$ cat config.mk
export PLATFORM = sky130hd
export DESIGN_NAME = seg_scan_ctrl_flat
export DESIGN_NICKNAME = d
export VERILOG_FILES = /design/src/rtl/seg_scan_if.sv /design/src/rtl/seg_scan_ctrl.sv /design/src/flat_wrapper.sv
export SDC_FILE = /design/constraint.sdc
export NUM_CORES = 1
export LEC_CHECK = 0
export ABC_AREA = 0
export BUFFER_PORTS_ARGS = -buffer_cell sky130_fd_sc_hd__buf_2
export CAP_MARGIN = 40
export CORE_UTILIZATION = 45
export DETAILED_ROUTE_END_ITERATION = 10
export GPL_TIMING_DRIVEN = 0
export HOLD_SLACK_MARGIN = 0.06
export MAX_ROUTING_LAYER = met4
export PLACE_DENSITY = 0.72
export SYNTH_ARGS = -nofsm -noshare
export SYNTH_HDL_FRONTEND = slang
export SYNTH_SLANG_ARGS = --single-unit
$ cat constraint.sdc
create_clock -name clk -period 2.29 [get_ports clk]
set_clock_uncertainty 0.05 [all_clocks]
set_input_delay 0.1145 -clock clk [delete_from_list [all_inputs] [get_ports clk]]
set_output_delay 0.1145 -clock clk [all_outputs]
set_load 0.005 [all_outputs]
$ cat src/rtl/seg_scan_if.sv
// Load/commit/display bundle between the digit loader and the seven-segment scan controller.
// The master side drives digit loads and commit requests; the slave side returns status and pins.
interface seg_scan_if;
   logic       load;
   logic [1:0] load_addr;
   logic [3:0] load_val;
   logic       commit;
   logic       lz_en;
   logic       pending;
   logic       commit_done;
   logic [3:0] an;
   logic [6:0] seg;

   modport master (
      output load, load_addr, load_val, commit, lz_en,
      input  pending, commit_done, an, seg
   );

   modport slave (
      input  load, load_addr, load_val, commit, lz_en,
      output pending, commit_done, an, seg
   );
endinterface

$ cat src/rtl/seg_scan_ctrl.sv
// 4-digit common-anode seven-segment scan controller with shadow/active digit
// banks; a commit copies shadow to active only at a scan-frame boundary.
module seg_scan_ctrl #(
   parameter int DIV = 5000
) (
   input  logic      clk,
   input  logic      reset,
   seg_scan_if.slave bus
);

   localparam int            CW      = (DIV > 1) ? $clog2(DIV) : 1;
   localparam logic [CW-1:0] CNT_MAX = CW'(DIV - 1);

   typedef enum logic {
      ST_IDLE,
      ST_PENDING
   } commit_state_t;

   logic [CW-1:0] cnt;
   logic          tick;
   logic [1:0]    idx;
   logic          frame_edge;

   logic [3:0]    sh  [4];
   logic [3:0]    act [4];

   commit_state_t state;
   commit_state_t state_nxt;
   logic          copy;
   logic          done_q;

   logic [3:0]    upper_zero;
   logic          blank;
   logic [3:0]    an_nxt;
   logic [6:0]    seg_nxt;
   logic [3:0]    an_q;
   logic [6:0]    seg_q;

   function automatic logic [6:0] hex7(input logic [3:0] v);
      logic [6:0] s;
      case (v)
         4'h0:    s = 7'b1000000;
         4'h1:    s = 7'b1111001;
         4'h2:    s = 7'b0100100;
         4'h3:    s = 7'b0110000;
         4'h4:    s = 7'b0011001;
         4'h5:    s = 7'b0010010;
         4'h6:    s = 7'b0000010;
         4'h7:    s = 7'b1111000;
         4'h8:    s = 7'b0000000;
         4'h9:    s = 7'b0010000;
         4'hA:    s = 7'b0001000;
         4'hB:    s = 7'b0000011;
         4'hC:    s = 7'b1000110;
         4'hD:    s = 7'b0100001;
         4'hE:    s = 7'b0000110;
         default: s = 7'b0001110;
      endcase
      return s;
   endfunction

   // Prescaler and scan index
   assign tick       = (cnt == CNT_MAX);
   assign frame_edge = tick && (idx == 2'd3);

   // NOTE: sequential state uses non-blocking assignments so every register samples pre-edge values.
   always_ff @(posedge clk or posedge reset) begin
      if (reset) begin
         cnt <= '0;
         idx <= 2'd0;
      end else if (tick) begin
         cnt <= '0;
         idx <= idx + 2'd1;
      end else begin
         cnt <= cnt + 1'b1;
      end
   end

   // Commit request tracker: a commit arriving on the copy edge is kept for the next frame.
   always_ff @(posedge clk or posedge reset) begin
      if (reset) state <= ST_IDLE;
      else       state <= state_nxt;
   end

   // NOTE: every output of this block gets a default first, so no path can infer a latch.
   always_comb begin
      state_nxt = state;
      copy      = 1'b0;
      case (state)
         ST_IDLE: begin
            if (bus.commit) state_nxt = ST_PENDING;
         end
         ST_PENDING: begin
            if (frame_edge) begin
               copy      = 1'b1;
               state_nxt = bus.commit ? ST_PENDING : ST_IDLE;
            end
         end
         default: state_nxt = ST_IDLE;
      endcase
   end

   // NOTE: the small digit banks are reset explicitly, since a reset must discard all loaded data.
   always_ff @(posedge clk or posedge reset) begin
      if (reset) begin
         for (int i = 0; i < 4; i++) begin
            sh[i]  <= 4'h0;
            act[i] <= 4'h0;
         end
         done_q <= 1'b0;
      end else begin
         if (bus.load) sh[bus.load_addr] <= bus.load_val;
         if (copy) begin
            for (int i = 0; i < 4; i++) act[i] <= sh[i];
         end
         done_q <= copy;
      end
   end

   // Leading-zero blanking: digit k is blank when all active digits k..3 are zero.
   always_comb begin
      upper_zero    = 4'b0000;
      upper_zero[3] = (act[3] == 4'h0);
      upper_zero[2] = upper_zero[3] && (act[2] == 4'h0);
      upper_zero[1] = upper_zero[2] && (act[1] == 4'h0);
      upper_zero[0] = upper_zero[1] && (act[0] == 4'h0);
      blank         = bus.lz_en && (idx != 2'd0) && upper_zero[idx];
      an_nxt        = ~(4'b0001 << idx);
      seg_nxt       = blank ? 7'b1111111 : hex7(act[idx]);
   end

   always_ff @(posedge clk or posedge reset) begin
      if (reset) begin
         an_q  <= 4'b1111;
         seg_q <= 7'b1111111;
      end else if (tick) begin
         an_q  <= an_nxt;
         seg_q <= seg_nxt;
      end
   end

   assign bus.an          = an_q;
   assign bus.seg         = seg_q;
   assign bus.pending     = (state == ST_PENDING);
   assign bus.commit_done = done_q;

endmodule

$ cat src/flat_wrapper.sv
// flat-port wrapper written by rule: the top's interface ports become plain ports
module seg_scan_ctrl_flat 
#(
   parameter int DIV = 5000
)
  (clk, reset, bus_load, bus_load_addr, bus_load_val, bus_commit, bus_lz_en, bus_pending, bus_commit_done, bus_an, bus_seg);
  seg_scan_if bus_i ();
  input  logic clk;
  input  logic reset;
  input wire logic [$bits(bus_i.load)-1:0] bus_load;
  input wire logic [$bits(bus_i.load_addr)-1:0] bus_load_addr;
  input wire logic [$bits(bus_i.load_val)-1:0] bus_load_val;
  input wire logic [$bits(bus_i.commit)-1:0] bus_commit;
  input wire logic [$bits(bus_i.lz_en)-1:0] bus_lz_en;
  output wire logic [$bits(bus_i.pending)-1:0] bus_pending;
  output wire logic [$bits(bus_i.commit_done)-1:0] bus_commit_done;
  output wire logic [$bits(bus_i.an)-1:0] bus_an;
  output wire logic [$bits(bus_i.seg)-1:0] bus_seg;
  assign bus_i.load = bus_load;
  assign bus_i.load_addr = bus_load_addr;
  assign bus_i.load_val = bus_load_val;
  assign bus_i.commit = bus_commit;
  assign bus_i.lz_en = bus_lz_en;
  assign bus_pending = bus_i.pending;
  assign bus_commit_done = bus_i.commit_done;
  assign bus_an = bus_i.an;
  assign bus_seg = bus_i.seg;
  seg_scan_ctrl #(.DIV(DIV)) u_core (.clk(clk), .reset(reset), .bus(bus_i));
endmodule
==> results of run 1 <==
-- flip-flops by register name, indices dropped and copies added (netlist names) --
signal,flops
u_core.act,16
u_core.sh,16
u_core.cnt,13
u_core.bus.seg,7
u_core.bus.an,4
u_core.idx,2
u_core.bus.commit_done,1
u_core.bus.pending,1
-- through the flow --
stage                     cells  hold slack (ps)  utilization  TNS [ps]
after floorplan             230            156.8            -         0
after global placement      328            246.3       0.5094     -1298
after detailed placement    329            193.9       0.5127    -152.3
after CTS                   350            194.8       0.5512         0
after global routing        350            202.6       0.5547         0
final                       350            195.7       0.5547         0
-- power groups by stage --
stage	clock [mW]	sequential, mW	combinational [mW]
after global placement	0	1.16	0.0911
after detailed placement	0	1.17	0.100
after CTS	0.826	1.15	0.108
after global routing	0.887	1.15	0.119
after floorplan	0	1.15	0.0708
final	0.812	1.15	0.105
-- layer usage --
metal  routed length (µm)  up-vias  part of all wire  GRT usage
met5                    0        -                 0          -
met2                 2548       38              0.48     0.2842
li1                     -      901                 -          -
met4                  127        0             0.024    0.09643
met1                 2472      916              0.46     0.2354
met3                  202       11             0.038    0.05000
-- layout by cell type, fill, tap and decap left out, drive strengths merged, types with 3 or more instances in the layout --
cell type	instances
xnor2	7
nand3b	3
inv	9
clkbuf	14
nand2	12
mux2	33
o21ai	10
mux4	4
nand3	7
xor2	4
dlygate4sd3	6
and3	6
buf	31
nor4	4
dfstp	11
dfrtp	49
nor2	20
nor3b	3
ha	11
a21oi	12
-- worst max-delay path: stages, from the launching register on --
cell	delay [ps]
dfrtp_1	420
ha_1	280
and3_1	200
and3_1	150
buf_4	150
and3_1	200
buf_6	150
buf_12	150
mux2_4	290
-- worst min-delay path by stage --
stage	start	endpoint	slack (ps)	depth (start not counted)
2_1_floorplan	bus_commit	u_core.bus.pending	160	1
3_3_place_gp	bus_commit	u_core.bus.pending	250	2
3_5_place_dp	reset	u_core.bus.commit_done	190	2
4_1_cts	bus_load_addr[0]	u_core.sh[13]	190	3
5_1_grt	bus_load_addr[0]	u_core.sh[12]	200	3
6_report	bus_load_addr[0]	u_core.sh[13]	200	3
-- cells by family after synthesis --
family                     Yosys count  share of synthesized area
DFF                                 60                     0.5330
buffers and inverters               17                    0.03389
muxes                               38                     0.1778
adders and majority gates           11                    0.04841
xor gates and xnor gates            11                    0.03389
AOI/OAI and AO/OA                   31                    0.06339
and+or+nand+nor                     62                     0.1096
-- what timing repair did --
action                                 4_1_cts  5_1_grt
setup endpoints to repair                    1       13
endpoints found under the hold margin       45        0
cloned                                       0        0
setup buffers                                0        0
resized for setup                            3        5
hold buffers                                 6        0
pin swaps                                    0        1
-- area by class of cell --
class,instances,share of cell area
sequential,60,0.4559
clock buffer,13,0.04480
multi-input combinational,153,0.3776
clock inverter,2,0.003765
inverter,9,0.01017
timing repair buffer,30,0.05873
tap,75,0.02824
buffer,8,0.02071
==> qor.csv, run 1 <==
metric,value,unit
dominant cells by area after synthesis,"dfrtp_1, dfstp_2, mux2_2, ha_1, mux2_4",
initial drt markers,79,
Avg Inst Size Synth,12.36,µm²
sequential fraction of the synthesis area,0.5330,
Total Wirelength,5351,µm
Filler cells,541,
RSZ-0062 raised after global routing,false,
Post-synth EDFFs,0,
syn_nets,252,
CP Launch Type,flip-flop,
htree depth,3,
ys async rst share,1.000,
die area,6639,µm²
CP required,2470,ps
switching share of power,0.2288,
LEAKAGE,1.502,nW
max cap viols,0,
antenna-violating nets left,0,
Post-synth top cells,"dfrtp_1, mux2_2, nor2_1",
CTS Root Cell,clkbuf_8,
drt via density,5.331,
vias in the first global route,1864,
Power Density,620.7,nW/µm²
Max Transition Viols Final,0,
Core Region,5991,µm²
pre-CTS setup slack,-152.3,ps
RR Startpoint,u_core.cnt[0],
CTS tree,yes,
cell count after synthesis,230,
critical path class,flip-flop to flip-flop,
layout cells sized above 1,0.3491,
Clock transition at path regs,70,ps
Peak VDD IR,0.3976,mV
main flop type after synthesis,dfrtp_1,
Internal,1.591,mW
Hold Crit Class,input pin to flip-flop,
Routed wire per std cell,15.29,µm
critical path capture point type,flip-flop,
Switch Pwr,0.4719,mW
nets@finish,293,
number of top-level pins,24,
clock sink total,60,
Initial Util,0.4745,
first-pass GRT wire length,8832,µm
die width,81.48,µm
fin crit period,2160,ps
drt drc,0,
Max clock buf depth,2,
Vias,1866,
Yosys cell types,36,
antenna cells,0,
routability cong.,0.8696,
Post-Syn Area,2843,µm²
Rel. slew slack,0.5482,
Area Growth Syn to Fin,16.90,%
initial antenna violation count,0,
Rows,28,
clk_lat worst skew,350,ps
clock power share,0.394,
RR Endpoint,u_core.act[12],
status,finished clean,
Layout Cell Area excl Fill,3323,µm²
combinational share of power,0.051,
Reg area,1515,µm²
crit path DAT,2340,ps
largest net degree at the start of global routing,32,
end of the critical path,u_core.act[12],
Tightest Pin Transition,676.3,ps
Die H,81.48,µm
CTS buffer count,9,
global-route usage over all layers,0.1894,
R2R depth,8,
GR Overflow Total,0,
final hold vios,0,
most frequent cell after synthesis,dfrtp_1,
Placed Area,3072,µm²
#FFs+latches synth,60,
fin crit share,0.9433,
First-pass DRT Iterations,4,
power share of the sequential group,0.556,
DP HPWL,3855,µm
fmax,462.9,MHz
area occupied by multi-input gates,1255,µm²
FF-to-FF setup slack,130,ps
Final WS setup,129.8,ps
overall power,2.063,mW
Worst Setup SP,u_core.cnt[0],
Buffers on Ports,23,
Synth top area share,0.4313,
"critical path fanouts, max",10,
Final Setup Violations,0,
yosys warns,0,
post-synth top area cell,dfrtp_1,
Note: power is estimated with default switching activity, not from simulation.
==> run 2: changes to the inputs <==
--- a/config.mk
+++ b/config.mk
@@ -10,7 +10,7 @@
 export CAP_MARGIN = 40
 export CORE_UTILIZATION = 45
 export DETAILED_ROUTE_END_ITERATION = 10
-export GPL_TIMING_DRIVEN = 0
+export GPL_TIMING_DRIVEN = 1
 export HOLD_SLACK_MARGIN = 0.06
 export MAX_ROUTING_LAYER = met4
 export PLACE_DENSITY = 0.72
==> constraint.sdc (replaced) <==
create_clock -name clk -period 2.05 [get_ports clk]
set_clock_uncertainty 0.05 [all_clocks]
set_input_delay 0.1025 -clock clk [delete_from_list [all_inputs] [get_ports clk]]
set_output_delay 0.1025 -clock clk [all_outputs]
set_load 0.005 [all_outputs]
==> run 2 against run 1 <==
Net effect:
- cell area grew 3.7%
- final cell count grew 1.4%
- hold slack lost 16 ps
- register-to-register slack lost 40 ps
- combinational power grew 12%
- routed wire length grew 1.9%
- critical path depth shrank 2
- clock power grew 44%
- critical endpoint is now u_core.act[9]
- largest power group unchanged
==> qor.csv, run 2 (synthesis gave the netlist of run 1 again) <==
metric,value,unit,change
status,finished clean,,
CTS Root Cell,clkbuf_8,,
Core Region,5991,µm²,unchanged
Max Transition Viols Final,0,,unchanged
Rel. slew slack,0.5543,,+0.006144
Power Density,746.4,nW/µm²,+20%
fmax,509.4,MHz,+10%
routability cong.,0.8520,,-2.0%
R2R depth,6,,-2
fin crit share,0.9577,,+0.01434
Die H,81.48,µm,unchanged
drt drc,0,,unchanged
antenna cells,0,,unchanged
global-route usage over all layers,0.1937,,+0.004255
layout cells sized above 1,0.3964,,+0.04734
Rows,28,,unchanged
Buffers on Ports,23,,unchanged
Final Core Density,0.5752,,+0.02047
FF-to-FF setup slack,90,ps,-40 ps
CTS buffer count,9,,unchanged
Worst Setup SP,u_core.cnt[6],,
crit path DAT,2140,ps,-200 ps
max cap viols,0,,unchanged
CTS tree,yes,,
CP Launch Type,flip-flop,,
GR Overflow Total,0,,unchanged
DP HPWL,3828,µm,-0.68%
nets@finish,297,,+1.4%
Routed wire per std cell,15.35,µm,+0.42%
Area Growth Syn to Fin,21.21,%,
first-pass GRT wire length,9018,µm,+2.1%
RR Startpoint,u_core.cnt[6],,
Initial Util,0.4745,,unchanged
largest net degree at the start of global routing,35,,+9.4%
vias in the first global route,1933,,+3.7%
most frequent cells in the layout,"dfrtp_1, mux2_2, buf_2",,
"critical path fanouts, max",17,,+7
die width,81.48,µm,unchanged
Inst Count DP,331,,+0.61%
clock sink total,60,,unchanged
critical path capture point type,flip-flop,,
critical path class,flip-flop to flip-flop,,
LEAKAGE,1.544,nW,+2.8%
final hold vios,0,,unchanged
Vias,1899,,+1.8%
overall power,2.572,mW,+25%
CP required,2220,ps,-250 ps
Hold Crit Depth,3,,unchanged
Hold Crit Class,input pin to flip-flop,,
biggest regs,"u_core.act (16), u_core.sh (16), u_core.cnt (13)",,
RR Endpoint,u_core.act[9],,
post-route insts no fill,355,,+1.4%
Tightest Pin Transition,667.1,ps,-9.196 ps
Worst Hold Endpoint,u_core.sh[15],,
die area,6639,µm²,unchanged
Max clock buf depth,2,,unchanged
htree depth,3,,unchanged
"commonest non-fill, non-tap cell in the layout",dfrtp_1,,
Layout Cell Area excl Fill,3446,µm²,+3.7%
Peak VDD IR,0.4964,mV,+25%
drt via density,5.349,,+0.34%
number of top-level pins,24,,unchanged
initial antenna violation count,0,,unchanged
antenna-violating nets left,0,,unchanged
Final Setup Violations,0,,unchanged
clk_lat worst skew,340,ps,about the same
initial drt markers,66,,-16%
HP Start,bus_load_addr[0],,
fin crit period,1963,ps,-197.0 ps
First-pass DRT Iterations,4,,unchanged
Clock transition at path regs,80,ps,about the same
WHS,179.4,ps,-16.25 ps
Total Wirelength,5450,µm,+1.9%
Placed Area,3097,µm²,+0.81%
[run 2: final cells by class]
cell class | instances | area [µm²]
Clock inverter | 7 | 97.59
Sequential cell | 60 | 1518
Tap cell | 75 | 93.84
Timing Repair Buffer | 42 | 301.5
Fill cell | 498 | 2545
Multi-Input combinational cell | 153 | 1277
Inverter | 9 | 33.78
Clock buffer | 9 | 123.9
[run 2: how the worst max path moves through the flow]
| stage | slack [ps] | endpoint | depth (start not counted) |
|---|---|---|---|
| after CTS | 6 | u_core.bus.seg[6] | 5 |
| final | 90 | u_core.act[9] | 6 |
| after floorplan | 40 | u_core.bus.seg[5] | 7 |
| after global placement | 70 | u_core.bus.seg[1] | 8 |
| after detailed placement | 10 | u_core.bus.seg[1] | 8 |
| after global routing | -10 | u_core.bus.seg[5] | 6 |
[run 2: critical path: stages (launching register included)]
cell	delay, ps
dfrtp_1	420
nor4b_2	270
and3_1	200
and3_1	160
and3_1	220
buf_12	180
mux2_2	340
[run 2: power by group]
| part | internal (mW) | switching, mW | leakage [nW] |
|---|---|---|---|
| registers | 1.24 | 0.0386 | 0.742 |
| logic | 0.0677 | 0.0501 | 0.695 |
| clock network | 0.689 | 0.481 | 0.106 |
| total | 2.00 | 0.570 | 1.54 |
[run 2: routing by layer]
| metal | wire length (µm) | up-vias | GRT usage |
|---|---|---|---|
| met2 | 2604 | 55 | 0.2925 |
| li1 | - | 906 | - |
| met3 | 278 | 6 | 0.07000 |
| met1 | 2527 | 932 | 0.2416 |
| met4 | 40 | 0 | 0.06429 |
| met5 | 0 | - | - |
[run 2: timing repair]
action	CTS	global route
buffers inserted	0	2
hold endpoints to repair	33	0
pin swaps	1	2
resized for setup	2	13
hold buffers	6	0
setup endpoints to repair	1	22
[run 2: through the flow]
stage / TNS (ps) / setup WS, ps
finish: 0 / 86.80
global route: -13.15 / -10.68
CTS: 0 / 5.876
detailed placement: 0 / 13.26
global placement: 0 / 73.92
floorplan: 0 / 42.39
==> run 3: changes to the inputs <==
==> constraint.sdc (replaced) <==
create_clock -name clk -period 2.05 [get_ports clk]
set_clock_uncertainty 0.05 [all_clocks]
set_input_delay 0.41 -clock clk [delete_from_list [all_inputs] [get_ports clk]]
set_output_delay 0.41 -clock clk [all_outputs]
set_load 0.005 [all_outputs]
==> run 3 against run 2 <==
Net effect:
- register-to-register slack better by 30 ps
- setup slack better by 26 ps
- routed wire length up 1.2%
- sequential power about the same
- hold slack worse by 110 ps
- largest cell class unchanged
==> qor.csv, run 3 (synthesis gave the netlist of run 1 again) <==
metric,value,unit,change
Total Wirelength,5516,µm,+1.2%
Vias,1855,,-2.3%
GR Layer Usage met1,0.2493,,+0.007721
htree depth,3,,unchanged
Layout Cell Area excl Fill,3415,µm²,-0.91%
final hold vios,0,,unchanged
nets@finish,292,,-1.7%
clk_lat worst skew,340,ps,about the same
LEAKAGE,1.539,nW,-0.26%
end of the critical path,u_core.act[15],,
Tightest Pin Transition,430.4,ps,-236.7 ps
R2R depth,6,,unchanged
Routed wire per std cell,15.76,µm,+2.7%
antenna-violating nets left,0,,unchanged
CP required,2220,ps,about the same
fin crit share,0.9450,,-0.01266
FF-to-FF setup slack,110,ps,+30 ps
clock sink total,60,,unchanged
cell repeated most along the worst path,and3_1,,
CP Launch Type,flip-flop,,
Max Transition Viols Final,0,,unchanged
M2 GR Usage,0.2883,,-0.004167
First-pass DRT Iterations,6,,+2
Final Setup Violations,0,,unchanged
fin crit period,1937,ps,-25.96 ps
status,finished clean,,
post-route insts no fill,350,,-1.4%
Placed Area,3104,µm²,+0.24%
initial antenna violation count,0,,unchanged
vias in the first global route,1878,,-2.8%
initial drt markers,37,,-44%
hold_buf cts,0,,-6
global-route usage over all layers,0.1946,,+0.0009246
RR Endpoint,u_core.act[15],,
RR Startpoint,u_core.cnt[6],,
drt via density,5.300,,-0.92%
routability cong.,0.8376,,-1.7%
antenna cells,0,,unchanged
CP top delay family,simple AND/OR/NAND/NOR gates,,
Initial Util,0.4745,,unchanged
Power Density,773.0,nW/µm²,+3.6%
max cap viols,0,,unchanged
Top Usage Layer GRT,met2,,
"commonest non-fill, non-tap cell in the layout",dfrtp_1,,
GR Overflow Total,0,,unchanged
Area Growth Syn to Fin,20.11,%,
CP max stage cell,dfrtp_1,,
Filler cells,486,,-2.4%
layout cells sized above 1,0.4036,,+0.007208
die area,6639,µm²,unchanged
critical path class,flip-flop to flip-flop,,
most frequent cells in the layout,"dfrtp_1, mux2_2, buf_2",,
WHS,67.92,ps,-111.5 ps
biggest regs,"u_core.act (16), u_core.sh (16), u_core.cnt (13)",,
die width,81.48,µm,unchanged
Rel. slew slack,0.7101,,+0.1558
Buffers on Ports,23,,unchanged
first-pass GRT wire length,9094,µm,+0.84%
critical path cell sequence,nor4b_1 > and3_1 > and3_1 > and3_4 > clkbuf_16 > mux2_4,,
Inst Count DP,332,,+0.30%
GR Util met3,0.06333,,-0.006667
CTS buffer count,9,,unchanged
Rows,28,,unchanged
WP buf/inv,1,,unchanged
CTS tree,yes,,
number of top-level pins,24,,unchanged
drt drc,0,,unchanged
largest net degree at the start of global routing,61,,+74%
Hold Crit Class,input pin to asynchronous set/reset pin,,
critical path capture point type,flip-flop,,
CP max stage delay,410,ps,about the same
fmax,516.2,MHz,+1.3%
DP HPWL,3796,µm,-0.84%
Worst Setup SP,u_core.cnt[6],,
Die H,81.48,µm,unchanged
Worst path depth,6,,unchanged
CTS Root Cell,clkbuf_8,,
TNS Setup,0,ps,unchanged
"critical path fanouts, max",8,,-9
crit path DAT,2110,ps,-30 ps
Peak VDD IR,0.4336,mV,-13%
Max clock buf depth,2,,unchanged
Clock transition at path regs,70,ps,about the same
Core Region,5991,µm²,unchanged
==> run 3: repair_timing <==
action	4_1_cts	5_1_grt
endpoints found under the setup margin	0	14
hold endpoints to repair	0	0
resized for setup	0	14
buffers inserted	0	1
==> run 3: routing by layer <==
| metal | vias up | routed length, µm |
|---|---|---|
| li1 | 892 | - |
| met1 | 905 | 2544 |
| met2 | 50 | 2628 |
| met3 | 8 | 258 |
| met4 | 0 | 85 |
| met5 | - | 0 |
==> run 3: tightest hold or removal path, delay by kind of cell <==
kind	cells	cell delay (ps)
buffers and inverters	3	440
==> run 3: worst min path at each step <==
| stage | start | endpoint | slack [ps] |
|---|---|---|---|
| 6_report | reset | u_core.cnt[0] | 70 |
| 5_1_grt | reset | u_core.act[10] | 100 |
| 4_1_cts | reset | u_core.cnt[2] | 70 |
| 3_5_place_dp | u_core.cnt[12] | u_core.cnt[12] | 430 |
| 3_3_place_gp | u_core.cnt[12] | u_core.cnt[12] | 420 |
| 2_1_floorplan | u_core.cnt[12] | u_core.cnt[12] | 390 |
==> run 3: where the power goes <==
group,internal (mW),switching (mW),total (mW)
Sequential,1.25,0.0366,1.28
Clock,0.785,0.462,1.25
Combinational,0.0615,0.0490,0.111
Total,2.09,0.548,2.64
==> run 3: cell type report <==
class	instances	area (µm²)	share of cell area
inverters	9	33.78	0.009894
multi-input cells	153	1271	0.3723
clock buffers	13	168.9	0.04947
repair buffers	37	262.8	0.07695
clock inverters	3	67.56	0.01979
flip-flops and latches	60	1516	0.4441
well taps	75	93.84	0.02748
==> run 3: metrics by stage <==
step,setup slack [ps],utilization,total power [mW]
2_1_floorplan,42.39,-,1.364
3_3_place_gp,62.53,0.5182,1.408
3_5_place_dp,29.52,0.5182,1.417
4_1_cts,19.33,0.5576,2.657
5_1_grt,-16.09,0.5700,2.729
6_report,112.8,0.5700,2.639
